==> src/rtl/mem_arb_pkg.sv <==
// Shared state encoding and default widths for the memory port arbiter.
package mem_arb_pkg;

  localparam int unsigned N_PORTS_DEF = 8;
  localparam int unsigned ADDR_W_DEF  = 9;
  localparam int unsigned DATA_W_DEF  = 16;

  typedef enum logic [1:0] {
    S_IDLE  = 2'd0,
    S_ISSUE = 2'd1,
    S_DONE  = 2'd2
  } state_t;

endpackage

==> src/rtl/rr_arbiter.sv <==
// Combinational request picker: round-robin from ptr, or lowest-index-wins
// when MEM_ARB_FIXED_PRIO_EN is defined.
module rr_arbiter
  import mem_arb_pkg::*;
#(
  parameter int unsigned N     = N_PORTS_DEF,
  parameter int unsigned IDX_W = 3
) (
  input  logic [N-1:0]     req,
  input  logic [IDX_W-1:0] ptr,
  output logic [N-1:0]     grant,
  output logic [IDX_W-1:0] idx,
  output logic             valid
);

  always_comb begin
    int unsigned pos;
    pos   = 0;
    grant = '0;
    idx   = '0;
    valid = 1'b0;
`ifdef MEM_ARB_FIXED_PRIO_EN
    for (int unsigned i = 0; i < N; i++) begin
      if (!valid && req[i]) begin
        valid = 1'b1;
        idx   = IDX_W'(i);
      end
    end
`else
    // Scan upward from ptr with wrap; the first hit wins.
    for (int unsigned k = 0; k < N; k++) begin
      pos = (32'(ptr) + k) % N;
      if (!valid && req[pos[IDX_W-1:0]]) begin
        valid = 1'b1;
        idx   = pos[IDX_W-1:0];
      end
    end
`endif
    if (valid) grant[idx] = 1'b1;
  end

endmodule

==> src/rtl/mem_port_arbiter.sv <==
// Serializes per-core req/ack transactions onto a single-port RAM, one every
// three cycles. Define MEM_ARB_FIXED_PRIO_EN for fixed (lowest index) priority.
module mem_port_arbiter
  import mem_arb_pkg::*;
#(
  parameter int unsigned N_PORTS = N_PORTS_DEF,
  parameter int unsigned ADDR_W  = ADDR_W_DEF,
  parameter int unsigned DATA_W  = DATA_W_DEF
) (
  input  logic                      clk,
  input  logic                      rst,
  input  logic [N_PORTS-1:0]        req,
  input  logic [N_PORTS-1:0]        we,
  input  logic [N_PORTS*ADDR_W-1:0] addr,
  input  logic [N_PORTS*DATA_W-1:0] wdata,
  output logic [N_PORTS-1:0]        ack,
  output logic [DATA_W-1:0]         rdata,
  output logic                      ram_write_en,
  output logic                      ram_read_en,
  output logic [ADDR_W-1:0]         ram_addr,
  output logic [DATA_W-1:0]         ram_data_in,
  input  logic [DATA_W-1:0]         ram_data_out
);

  localparam int unsigned IDX_W = (N_PORTS > 1) ? $clog2(N_PORTS) : 1;

  state_t             state, state_nxt;
  logic [N_PORTS-1:0] grant, g_onehot;
  logic [IDX_W-1:0]   win_idx, g_idx, rr_ptr;
  logic               win_valid, g_we;
  logic [DATA_W-1:0]  rdata_q;

  rr_arbiter #(.N(N_PORTS), .IDX_W(IDX_W)) u_arb (
    .req   (req),
    .ptr   (rr_ptr),
    .grant (grant),
    .idx   (win_idx),
    .valid (win_valid)
  );

  always_comb begin
    state_nxt = state;
    unique case (state)
      S_IDLE:  if (win_valid) state_nxt = S_ISSUE;
      S_ISSUE: state_nxt = S_DONE;
      S_DONE:  state_nxt = S_IDLE;
      default: state_nxt = S_IDLE;
    endcase
  end

  // Strobes, ack and the read bypass are gated by rst so a reset landing in
  // ISSUE or DONE suppresses them in that same cycle.
  always_comb begin
    ram_write_en = 1'b0;
    ram_read_en  = 1'b0;
    ack          = '0;
    rdata        = rdata_q;
    if (!rst) begin
      if (state == S_ISSUE) begin
        ram_write_en = g_we;
        ram_read_en  = !g_we;
      end
      if (state == S_DONE) begin
        ack = g_onehot;
        if (!g_we) rdata = ram_data_out;
      end
    end
  end

  always_ff @(posedge clk) begin
    if (rst) begin
      state       <= S_IDLE;
      g_idx       <= '0;
      g_onehot    <= '0;
      g_we        <= 1'b0;
      ram_addr    <= '0;
      ram_data_in <= '0;
      rdata_q     <= '0;
      rr_ptr      <= '0;
    end else begin
      state <= state_nxt;
      if (state == S_IDLE && win_valid) begin
        g_idx       <= win_idx;
        g_onehot    <= grant;
        g_we        <= we[win_idx];
        ram_addr    <= addr[win_idx*ADDR_W +: ADDR_W];
        ram_data_in <= wdata[win_idx*DATA_W +: DATA_W];
      end
      if (state == S_DONE) begin
        if (!g_we) rdata_q <= ram_data_out;
`ifdef MEM_ARB_FIXED_PRIO_EN
        rr_ptr <= '0;
`else
        rr_ptr <= (32'(g_idx) == N_PORTS - 1) ? '0 : g_idx + 1'b1;
`endif
      end
    end
  end

endmodule

==> config.mk <==
export PLATFORM = sky130hd
export DESIGN_NAME = mem_port_arbiter
export DESIGN_NICKNAME = d
export VERILOG_FILES = /design/src/rtl/mem_arb_pkg.sv /design/src/rtl/rr_arbiter.sv /design/src/rtl/mem_port_arbiter.sv
export SDC_FILE = /design/constraint.sdc
export NUM_CORES = 1
export LEC_CHECK = 0
export BUFFER_PORTS_ARGS = -buffer_cell sky130_fd_sc_hd__buf_2
export CELL_PAD_IN_SITES_DETAIL_PLACEMENT = 1
export CELL_PAD_IN_SITES_GLOBAL_PLACEMENT = 1
export CORE_MARGIN = 2
export CORE_UTILIZATION = 29
export CTS_CLUSTER_SIZE = 14
export DETAILED_ROUTE_END_ITERATION = 16
export PLACE_DENSITY = 0.84
export SYNTH_ARGS = -nofsm -noshare
export SYNTH_HDL_FRONTEND = slang
export SYNTH_SLANG_ARGS = --single-unit
==> constraint.sdc <==
create_clock -name clk -period 4.09 [get_ports clk]
set_clock_uncertainty 0.15 [all_clocks]
set_input_delay 0.6135 -clock clk [delete_from_list [all_inputs] [get_ports clk]]
set_output_delay 0.6135 -clock clk [all_outputs]
set_load 0.02 [all_outputs]
==> impl_metrics.json, run 1 <==
{
  "hold_buffers": 0,
  "grt_pass1_wl_um": 34300,
  "dr.pass1.iters": 4,
  "crit_buf_inv": 3,
  "synthArstFlopShare": 0,
  "clockBufferDepth": 2,
  "path_max_fanout": 26,
  "critPathLaunchType": "register",
  "crit_chain": "inv_2, ha_4, mux2_4, mux4_2, o32a_1, buf_4, nor3_4, a311oi_2, or2_4, buf_12, mux2i_1, a32o_1, nor4_2",
  "final_common_cell": "buf_2",
  "reg2reg_slack_ns": 0.15,
  "die-area_sq_mm": 0.0195,
  "portBuffers": 284,
  "yosys-mux-area-fraction": 0.307,
  "drc": 0,
  "place.detailed.hpwl_um": 17400,
  "start_util": 0.297,
  "grt_pass1_vias": 6398,
  "total_leakage_power_nw": 3.66,
  "seq_area_frac_synth": 0.217,
  "antenna_found_initial": 5,
  "synth_compound_area_frac": 0.178,
  "yosysWarningCount": 0,
  "drtAntennaViolNets": 0,
  "slew_violations": 0,
  "ys_seq_elements": 58,
  "ys_types": 62,
  "p_sw_frac": 0.379,
  "placed_area_sq_mm": 0.00711,
  "avgSynthCellArea_sq_um": 8.38,
  "placement_rows": 49,
  "relSlewSlack": 0.529,
  "synth_top_family_by_area": "multiplexers",
  "synth-edff-count": 0,
  "core_area_sq_mm": 0.0180,
  "via_per_inst": 5.24,
  "finalSetupTns_ns": 0,
  "layout.nets": 1156,
  "worst_pin_slew_ns": 0.706,
  "dp.cells": 1130,
  "worstSetupEndpointType": "register",
  "setup_viol": 0,
  "vias": 6057,
  "fin_area_sq_mm": 0.00752,
  "cts_buffers": 9,
  "syn_area_sq_mm": 0.00535,
  "drt_wl_total_um": 22300,
  "period_share": 0.963,
  "power.combinational.fraction": 0.476,
  "synth_xor_area_frac": 0.00819,
  "drive_gt1_frac": 0.470,
  "multi_input_area_sq_mm": 0.00393,
  "crit_slowest_cell": "mux4_2",
  "yosys.area_share.simple": 0.220,
  "max-cap-violations": 0,
  "syn_inst": 638,
  "p_per_area_mw_per_mm2": 375,
  "period_minus_slack_ns": 3.94,
  "crit_family": "multiplexers",
  "peakVddDrop_uv": 222,
  "path_class": "register to register",
  "ios": 285,
  "stdcell_count": 1156,
  "p_seq_frac": 0.242,
  "ctsHtreeMaxLevel": 3,
  "critical_path_arrival_ns": 4.03,
  "grt_max_degree": 35,
  "outcome": "completed",
  "seq_area_sq_mm": 0.00116,
  "area_delta_synth_final_pct": 40.7,
  "switching_power_mw": 1.07,
  "power_frac_clock": 0.281,
  "drtIter0Drc": 246,
  "final_cell_mix": "buf_2, nand2_1, mux2i_1",
  "fmax_mhz": 254,
  "wire_per_inst_um": 19.3,
  "clk_latency_ns": 0.34,
  "die_w_um": 140,
  "cts_tree": "done",
  "fillers": 2245,
  "cts.clk_slew.worst_paths_ns": 0.06,
  "hold_viol": 0,
  "gp_congestion": 0.887,
  "yosys.area_share.adder": 0.00936,
  "synth_fp_nets": 876,
  "clock-sinks": 58,
  "track_usage": 0.221,
  "worstPathRequired_ns": 4.18,
  "fp.dieH_um": 140,
  "hp-class": "register to register",
  "synth_flop_cell": "dfxtp_1",
  "p_int_mw": 1.75,
  "gr-total-overflow": 0,
  "critPathMaxStageDelay_ns": 0.50,
  "clock-root-buffer": "clkbuf_16"
}
==> metal layers <==
layer  wire length [um]  global-route usage
met1               8720               0.250
met2              11700               0.407
met3               1250              0.0496
met4                536              0.0795
met5                 11                   0
==> Yosys cell counts (all sizes together), types with 6 or more instances <==
library cell | count | area, sq um
o2bb2ai | 8 | 70.1
mux2 | 55 | 664
nand3 | 9 | 45.0
a21oi | 35 | 175
nor3 | 11 | 77.6
dfxtp | 58 | 1160
nor4 | 9 | 56.3
and2 | 11 | 68.8
buf | 33 | 211
mux2i | 66 | 661
inv | 6 | 22.5
clkbuf | 23 | 86.3
nand2 | 127 | 479
a211oi | 18 | 205
and3 | 16 | 100
a32o | 8 | 80.1
a311o | 18 | 180
mux4 | 14 | 315
nor2 | 52 | 198
nand2b | 6 | 37.5
==> sequential cells by signal (all words and copies together) (netlist names) <==
signal       flops
g_idx            3
state            2
g_onehot         8
ram_addr         9
g_we             1
ram_data_in     16
rdata_q         16
rr_ptr           3
==> power by group through the flow <==
stage / Clock, mW / Sequential, mW / Combinational [mW]
CTS: 0.811 / 0.684 / 1.33
finish: 0.794 / 0.684 / 1.34
global route: 0.838 / 0.691 / 1.45
detailed placement: 0 / 0.695 / 1.31
global placement: 0 / 0.693 / 1.29
floorplan: 0 / 0.746 / 0.818
==> logic make-up after synthesis <==
kind of cell               count (synthesis)
and+or+nand+nor                          257
muxes                                    135
AOI/OAI and AO/OA                        117
buffers and inverters                     62
DFF                                       58
xor gates and xnor gates                   5
adders and majority gates                  4
==> layout make-up <==
type                    instances  share of cell area
well taps                     229              0.0381
repair buffers                325               0.239
clock buffers                  11              0.0336
diodes                          4             0.00133
flip-flops and latches         58               0.155
inverters                       6             0.00300
clock inverters                 5             0.00699
multi-input cells             518               0.523
==> tightest hold or removal path, stage by stage, from the launching register on <==
cell,delay [ns]
dfxtp_1,0.30
nand2_1,0.05
a21oi_1,0.05
==> per-stage QoR <==
| stage | total power, mW | worst slack, ns | hold WS, ns | util |
|---|---|---|---|---|
| after floorplan | 1.56 | 0.0304 | 0.277 | - |
| after global routing | 2.98 | -0.0143 | 0.317 | 0.417 |
| after detailed placement | 2.01 | -0.0355 | 0.292 | 0.395 |
| final | 2.82 | 0.151 | 0.299 | 0.417 |
| after global placement | 1.98 | 0.113 | 0.287 | 0.395 |
| after CTS | 2.83 | 0.0746 | 0.300 | 0.414 |
==> final timing paths <==
kind | from | endpoint | cells after the start
setup reg to reg | rr_ptr[0]$_SDFFE_PP0N_ | ram_data_in[14]$_SDFFE_PP0P_ | 13
hold reg to reg | g_onehot[7]$_SDFFE_PP0P_ | g_onehot[7]$_SDFFE_PP0P_ | 2
setup / recovery | rr_ptr[0]$_SDFFE_PP0N_ | ram_data_in[14]$_SDFFE_PP0P_ | 13
hold / removal | g_onehot[7]$_SDFFE_PP0P_ | g_onehot[7]$_SDFFE_PP0P_ | 2
==> what timing repair did <==
| action | 4_1_cts | 5_1_grt |
|---|---|---|
| endpoints found under the setup margin | 10 | 20 |
| pin swaps | 1 | 4 |
| resized for setup | 2 | 6 |
| setup buffers | 3 | 4 |
(Power assumes the default switching activity.)
==> inputs of run 2 (changes only) <==
==> constraint.sdc (replaced) <==
create_clock -name clk -period 4.09 [get_ports clk]
set_clock_uncertainty 0.15 [all_clocks]
set_input_delay 0.2045 -clock clk [delete_from_list [all_inputs] [get_ports clk]]
set_output_delay 0.2045 -clock clk [all_outputs]
set_load 0.02 [all_outputs]
==> run 2 against run 1 <==
Highest routed layer unchanged. Worst setup slack improved by 0.033 ns. Fmax grew 0.85%. Via count up 0.91%.
==> impl_metrics.json, run 2 (same netlist as run 1, synthesis figures left out) <==
{
  "layout.nets": 1157,
  "ios": 285,
  "dr.pass1.iters": 4,
  "fin_ws_ns": 0.184,
  "relSlewSlack": 0.589,
  "cts_tree": "done",
  "cts_buffers": 9,
  "placed_area_sq_mm": 0.00706,
  "clk_latency_ns": 0.33,
  "rsz0062_at_grt": "false",
  "start_util": 0.297,
  "biggestRegsByFlops": "ram_data_in (16), rdata_q (16), ram_addr (9)",
  "worstPathRequired_ns": 4.18,
  "grt_pass1_wl_um": 34900,
  "gr-total-overflow": 0,
  "placement_rows": 49,
  "grt_max_degree": 47,
  "drt_wl_total_um": 22700,
  "die-area_sq_mm": 0.0195,
  "p_per_area_mw_per_mm2": 367,
  "drtIter0Drc": 294,
  "critPathLaunchType": "register",
  "drc": 0,
  "critical_path_arrival_ns": 4.00,
  "period_minus_slack_ns": 3.91,
  "ctsHtreeMaxLevel": 3,
  "p_total_mw": 2.77,
  "setup_viol": 0,
  "clock-root-buffer": "clkbuf_16",
  "vias": 6112,
  "grt_pass1_vias": 6449,
  "path_class": "register to register",
  "fin_area_sq_mm": 0.00757,
  "fp.dieH_um": 140,
  "dp_worst_setup_slack_ns": 0.0406,
  "place.detailed.hpwl_um": 17200,
  "slew_violations": 0,
  "peakVddDrop_uv": 256,
  "cts.clk_slew.worst_paths_ns": 0.06,
  "gp_congestion": 0.877,
  "max-cap-violations": 0,
  "fmax_mhz": 256,
  "core_area_sq_mm": 0.0180,
  "finalSetupTns_ns": 0,
  "drive_gt1_frac": 0.451,
  "track_usage": 0.226,
  "portBuffers": 284,
  "die_w_um": 140,
  "worst_pin_slew_ns": 0.615,
  "post_cts_buffers": 0,
  "period_share": 0.955,
  "hold_viol": 0,
  "clockBufferDepth": 2,
  "final_cell_mix": "buf_2, nand2_1, mux2i_1",
  "total_leakage_power_nw": 3.65,
  "final_common_cell": "buf_2",
  "wire_per_inst_um": 19.6,
  "antenna_found_initial": 4,
  "hp-class": "input port to register",
  "path_max_fanout": 24,
  "clock-sinks": 58,
  "via_per_inst": 5.29,
  "drtAntennaViolNets": 0,
  "area_delta_synth_final_pct": 41.5,
  "worstSetupEndpointType": "register",
  "outcome": "completed"
}
run 2: stage by stage:
| step | cells | utilization | hold slack (ns) |
|---|---|---|---|
| after floorplan | 638 | - | 0.190 |
| after global placement | 1121 | 0.392 | 0.285 |
| after detailed placement | 1121 | 0.392 | 0.293 |
| after CTS | 1153 | 0.417 | 0.0559 |
| after global routing | 1156 | 0.420 | 0.0914 |
| final | 1156 | 0.420 | 0.0653 |
run 2: worst paths after layout:
kind                            depth (start not counted)                      from                     endpoint  slack [ns]
worst min register to register                          2  g_onehot[3]$_SDFFE_PP0P_     g_onehot[3]$_SDFFE_PP0P_        0.30
worst max register to register                         12    rr_ptr[0]$_SDFFE_PP0N_     ram_addr[6]$_SDFFE_PP0P_        0.18
worst min-delay path                                    3                 wdata[52]  ram_data_in[4]$_SDFFE_PP0P_        0.07
worst max-delay path                                   12    rr_ptr[0]$_SDFFE_PP0N_     ram_addr[6]$_SDFFE_PP0P_        0.18
run 2: repair_timing:
action	4_1_cts	5_1_grt
endpoints found under the hold margin	16	0
hold buffers	16	0
gates resized for setup	0	6
setup endpoints to repair	0	28
run 2: critical path: stages (launching register included):
cell	delay, ns
dfxtp_1	0.36
inv_2	0.07
ha_4	0.32
mux2_4	0.32
mux4_2	0.49
o32a_1	0.39
or3_1	0.41
o211ai_1	0.23
nand3_2	0.17
nor3b_2	0.21
buf_12	0.18
a32o_1	0.26
nor4_1	0.23
run 2: report_power, final:
group	internal (mW)	switching [mW]	leakage [nW]
sequential	0.638	0.0482	0.477
combinational	0.585	0.715	3.03
clock	0.504	0.284	0.145
total	1.73	1.05	3.65
run 2: final cells by class:
| class | instances | area (sq um) |
|---|---|---|
| Tap cell | 229 | 287 |
| Inverter | 6 | 22.5 |
| Antenna cell | 3 | 7.51 |
| Sequential cell | 58 | 1160 |
| Multi-Input combinational cell | 518 | 3930 |
| Timing Repair Buffer | 326 | 1860 |
| Clock inverter | 4 | 50.0 |
| Fill cell | 2243 | 10500 |
| Clock buffer | 12 | 256 |
run 2: per-layer routing:
metal,up-vias,global-route usage,wire (um)
li1,2908,-,-
met1,2913,0.265,8880
met2,237,0.404,11800
met3,52,0.0440,1270
met4,2,0.0921,690
met5,-,0,13
==> inputs of run 3 (changes only) <==
- CORE_UTILIZATION: 29 -> 32
- PLACE_DENSITY: 0.84 -> 0.87
- clock period: 4.09 -> 3.62 ns (I/O delays scaled with it)
==> run 3 against run 2 <==
Total power grew 30%. Core utilization increased by 8.8 points. Fmax shrank 2.8%. Global-route usage grew 4.1 points. Worst setup slack lost 0.58 ns. Clock-buffer cell count fell by 2. Die area is 9.1% lower. Largest cell class unchanged. Largest power group unchanged. Clock power grew 31%. Cell area increased by 11%. Combinational power up 37%. Highest routed layer is now met4. The flow now finishes with violations (negative setup slack). First-iteration DRC count grew 27%.
==> impl_metrics.json, run 3 (same netlist as run 1, synthesis figures left out) <==
{
  "final_common_cell": "buf_2",
  "setup_viol": 32,
  "drtIter0Drc": 372,
  "clock-sinks": 58,
  "worstPathRequired_ns": 3.73,
  "drt_wl_total_um": 25000,
  "max-cap-violations": 0,
  "worstSetupEndpointType": "register",
  "via_per_inst": 5.46,
  "total_leakage_power_nw": 4.08,
  "area_delta_synth_final_pct": 56.5,
  "drtAntennaViolNets": 0,
  "fp.dieH_um": 133,
  "period_share": 1.11,
  "slew_violations": 0,
  "dr_wl_met2_um": 13000,
  "grt_pass1_vias": 7034,
  "hold_ws_ns": 0.0544,
  "gr-total-overflow": 0,
  "hp-class": "input port to register",
  "fmax_mhz": 249,
  "ios": 285,
  "cts_tree": "done",
  "vias": 6555,
  "layout.nets": 1212,
  "path_max_fanout": 12,
  "wire_per_inst_um": 20.8,
  "finalSetupTns_ns": -8.54,
  "dp_worst_setup_slack_ns": -0.283,
  "violations": "negative setup slack",
  "period_minus_slack_ns": 4.02,
  "path_class": "register to register",
  "critPathLaunchType": "register",
  "critical_path_arrival_ns": 4.13,
  "wl_met3_um": 1310,
  "peakVddDrop_uv": 232,
  "drc": 0,
  "p_total_mw": 3.59,
  "p_per_area_mw_per_mm2": 430,
  "die_w_um": 133,
  "drive_gt1_frac": 0.524,
  "fillers": 2005,
  "dr.pass1.iters": 4,
  "cts.clk_slew.worst_paths_ns": 0.06,
  "highest_layer": "met4",
  "hold_viol": 0,
  "rsz0062_at_grt": "true",
  "worst_pin_slew_ns": 0.721,
  "relSlewSlack": 0.516,
  "place.detailed.hpwl_um": 17100,
  "seq_area_sq_mm": 0.00116,
  "core_area_sq_mm": 0.0165,
  "track_usage": 0.268,
  "biggestRegsByFlops": "ram_data_in (16), rdata_q (16), ram_addr (9)",
  "die-area_sq_mm": 0.0178,
  "clk_latency_ns": 0.34,
  "clock-root-buffer": "clkbuf_16",
  "grt_max_degree": 39,
  "portBuffers": 284,
  "final_cell_mix": "buf_2, nand2_1, mux2i_1",
  "outcome": "complete, but fails checks",
  "gp_congestion": 0.904,
  "antenna_found_initial": 2,
  "placement_rows": 47,
  "start_util": 0.325,
  "cts_buffers": 9,
  "wl_met1_um": 9840,
  "fin_ws_ns": -0.397,
  "clockBufferDepth": 2,
  "grt_pass1_wl_um": 37600,
  "multi_input_area_sq_mm": 0.00416,
  "ctsHtreeMaxLevel": 3
}
==> run 3: cell count changes in the layout (fill, tap and decap cells not counted), sizes merged <==
cell	change
buf	+52
or2	+2
diode	-1
clkbuf	-1
bufinv	+2
==> run 3: path summary, 6_finish.rpt <==
path	startpoint	to	slack, ns	depth (start not counted)
worst max-delay path	rr_ptr[0]$_SDFFE_PP0N_	g_onehot[7]$_SDFFE_PP0P_	-0.40	12
worst min-delay path	wdata[85]	ram_data_in[5]$_SDFFE_PP0P_	0.05	4
worst max register to register	rr_ptr[0]$_SDFFE_PP0N_	g_onehot[7]$_SDFFE_PP0P_	-0.40	12
worst min register to register	rdata_q[15]$_SDFF_PP0_	rdata_q[15]$_SDFF_PP0_	0.30	2
==> run 3: layout make-up <==
type | count | area share
Tap cell | 220 | 0.0329
Antenna cell | 2 | 0.000598
Inverter | 6 | 0.00329
Multi-Input combinational cell | 520 | 0.497
Sequential cell | 58 | 0.139
Clock inverter | 6 | 0.0136
Timing Repair Buffer | 379 | 0.285
Clock buffer | 10 | 0.0286
==> run 3: routing by layer <==
metal / vias to the layer above / track usage
li1: 3012 / -
met1: 3209 / 0.315
met2: 273 / 0.483
met3: 61 / 0.0419
met4: 0 / 0.111
met5: - / 0
==> run 3: metrics by stage <==
| stage | cell area [sq um] | utilization | cells |
|---|---|---|---|
| after floorplan | 5490 | - | 638 |
| after global placement | 7360 | 0.447 | 1142 |
| after detailed placement | 7360 | 0.447 | 1142 |
| after CTS | 8180 | 0.497 | 1194 |
| after global routing | 8370 | 0.508 | 1201 |
| final | 8370 | 0.508 | 1201 |
==> run 3: worst max-delay path: stages, from the launching register on <==
cell and delay (ns):
dfxtp_2 0.35, inv_4 0.04, ha_4 0.34, mux2_4 0.32, mux4_2 0.51, o32a_1 0.39
or3_4 0.38, o211ai_1 0.28, nand3_2 0.18, buf_4 0.18, buf_12 0.14, or4_1 0.50
a21oi_1 0.17
==> run 3: what timing repair did <==
| item | 4_1_cts | 5_1_grt |
|---|---|---|
| hold buffers | 16 | 0 |
| pin swaps | 10 | 12 |
| gates cloned | 4 | 1 |
| gates resized for setup | 36 | 37 |
| endpoints found under the hold margin | 16 | 0 |
| endpoints found under the setup margin | 32 | 35 |
| setup buffers | 16 | 6 |
==> run 3: power breakdown <==
| group | leakage [nW] | total, mW | switching, mW | internal [mW] |
|---|---|---|---|---|
| sequential | 0.478 | 0.780 | 0.0582 | 0.721 |
| clock | 0.165 | 1.03 | 0.338 | 0.692 |
| combinational | 3.43 | 1.78 | 0.927 | 0.857 |
| total | 4.08 | 3.59 | 1.32 | 2.27 |
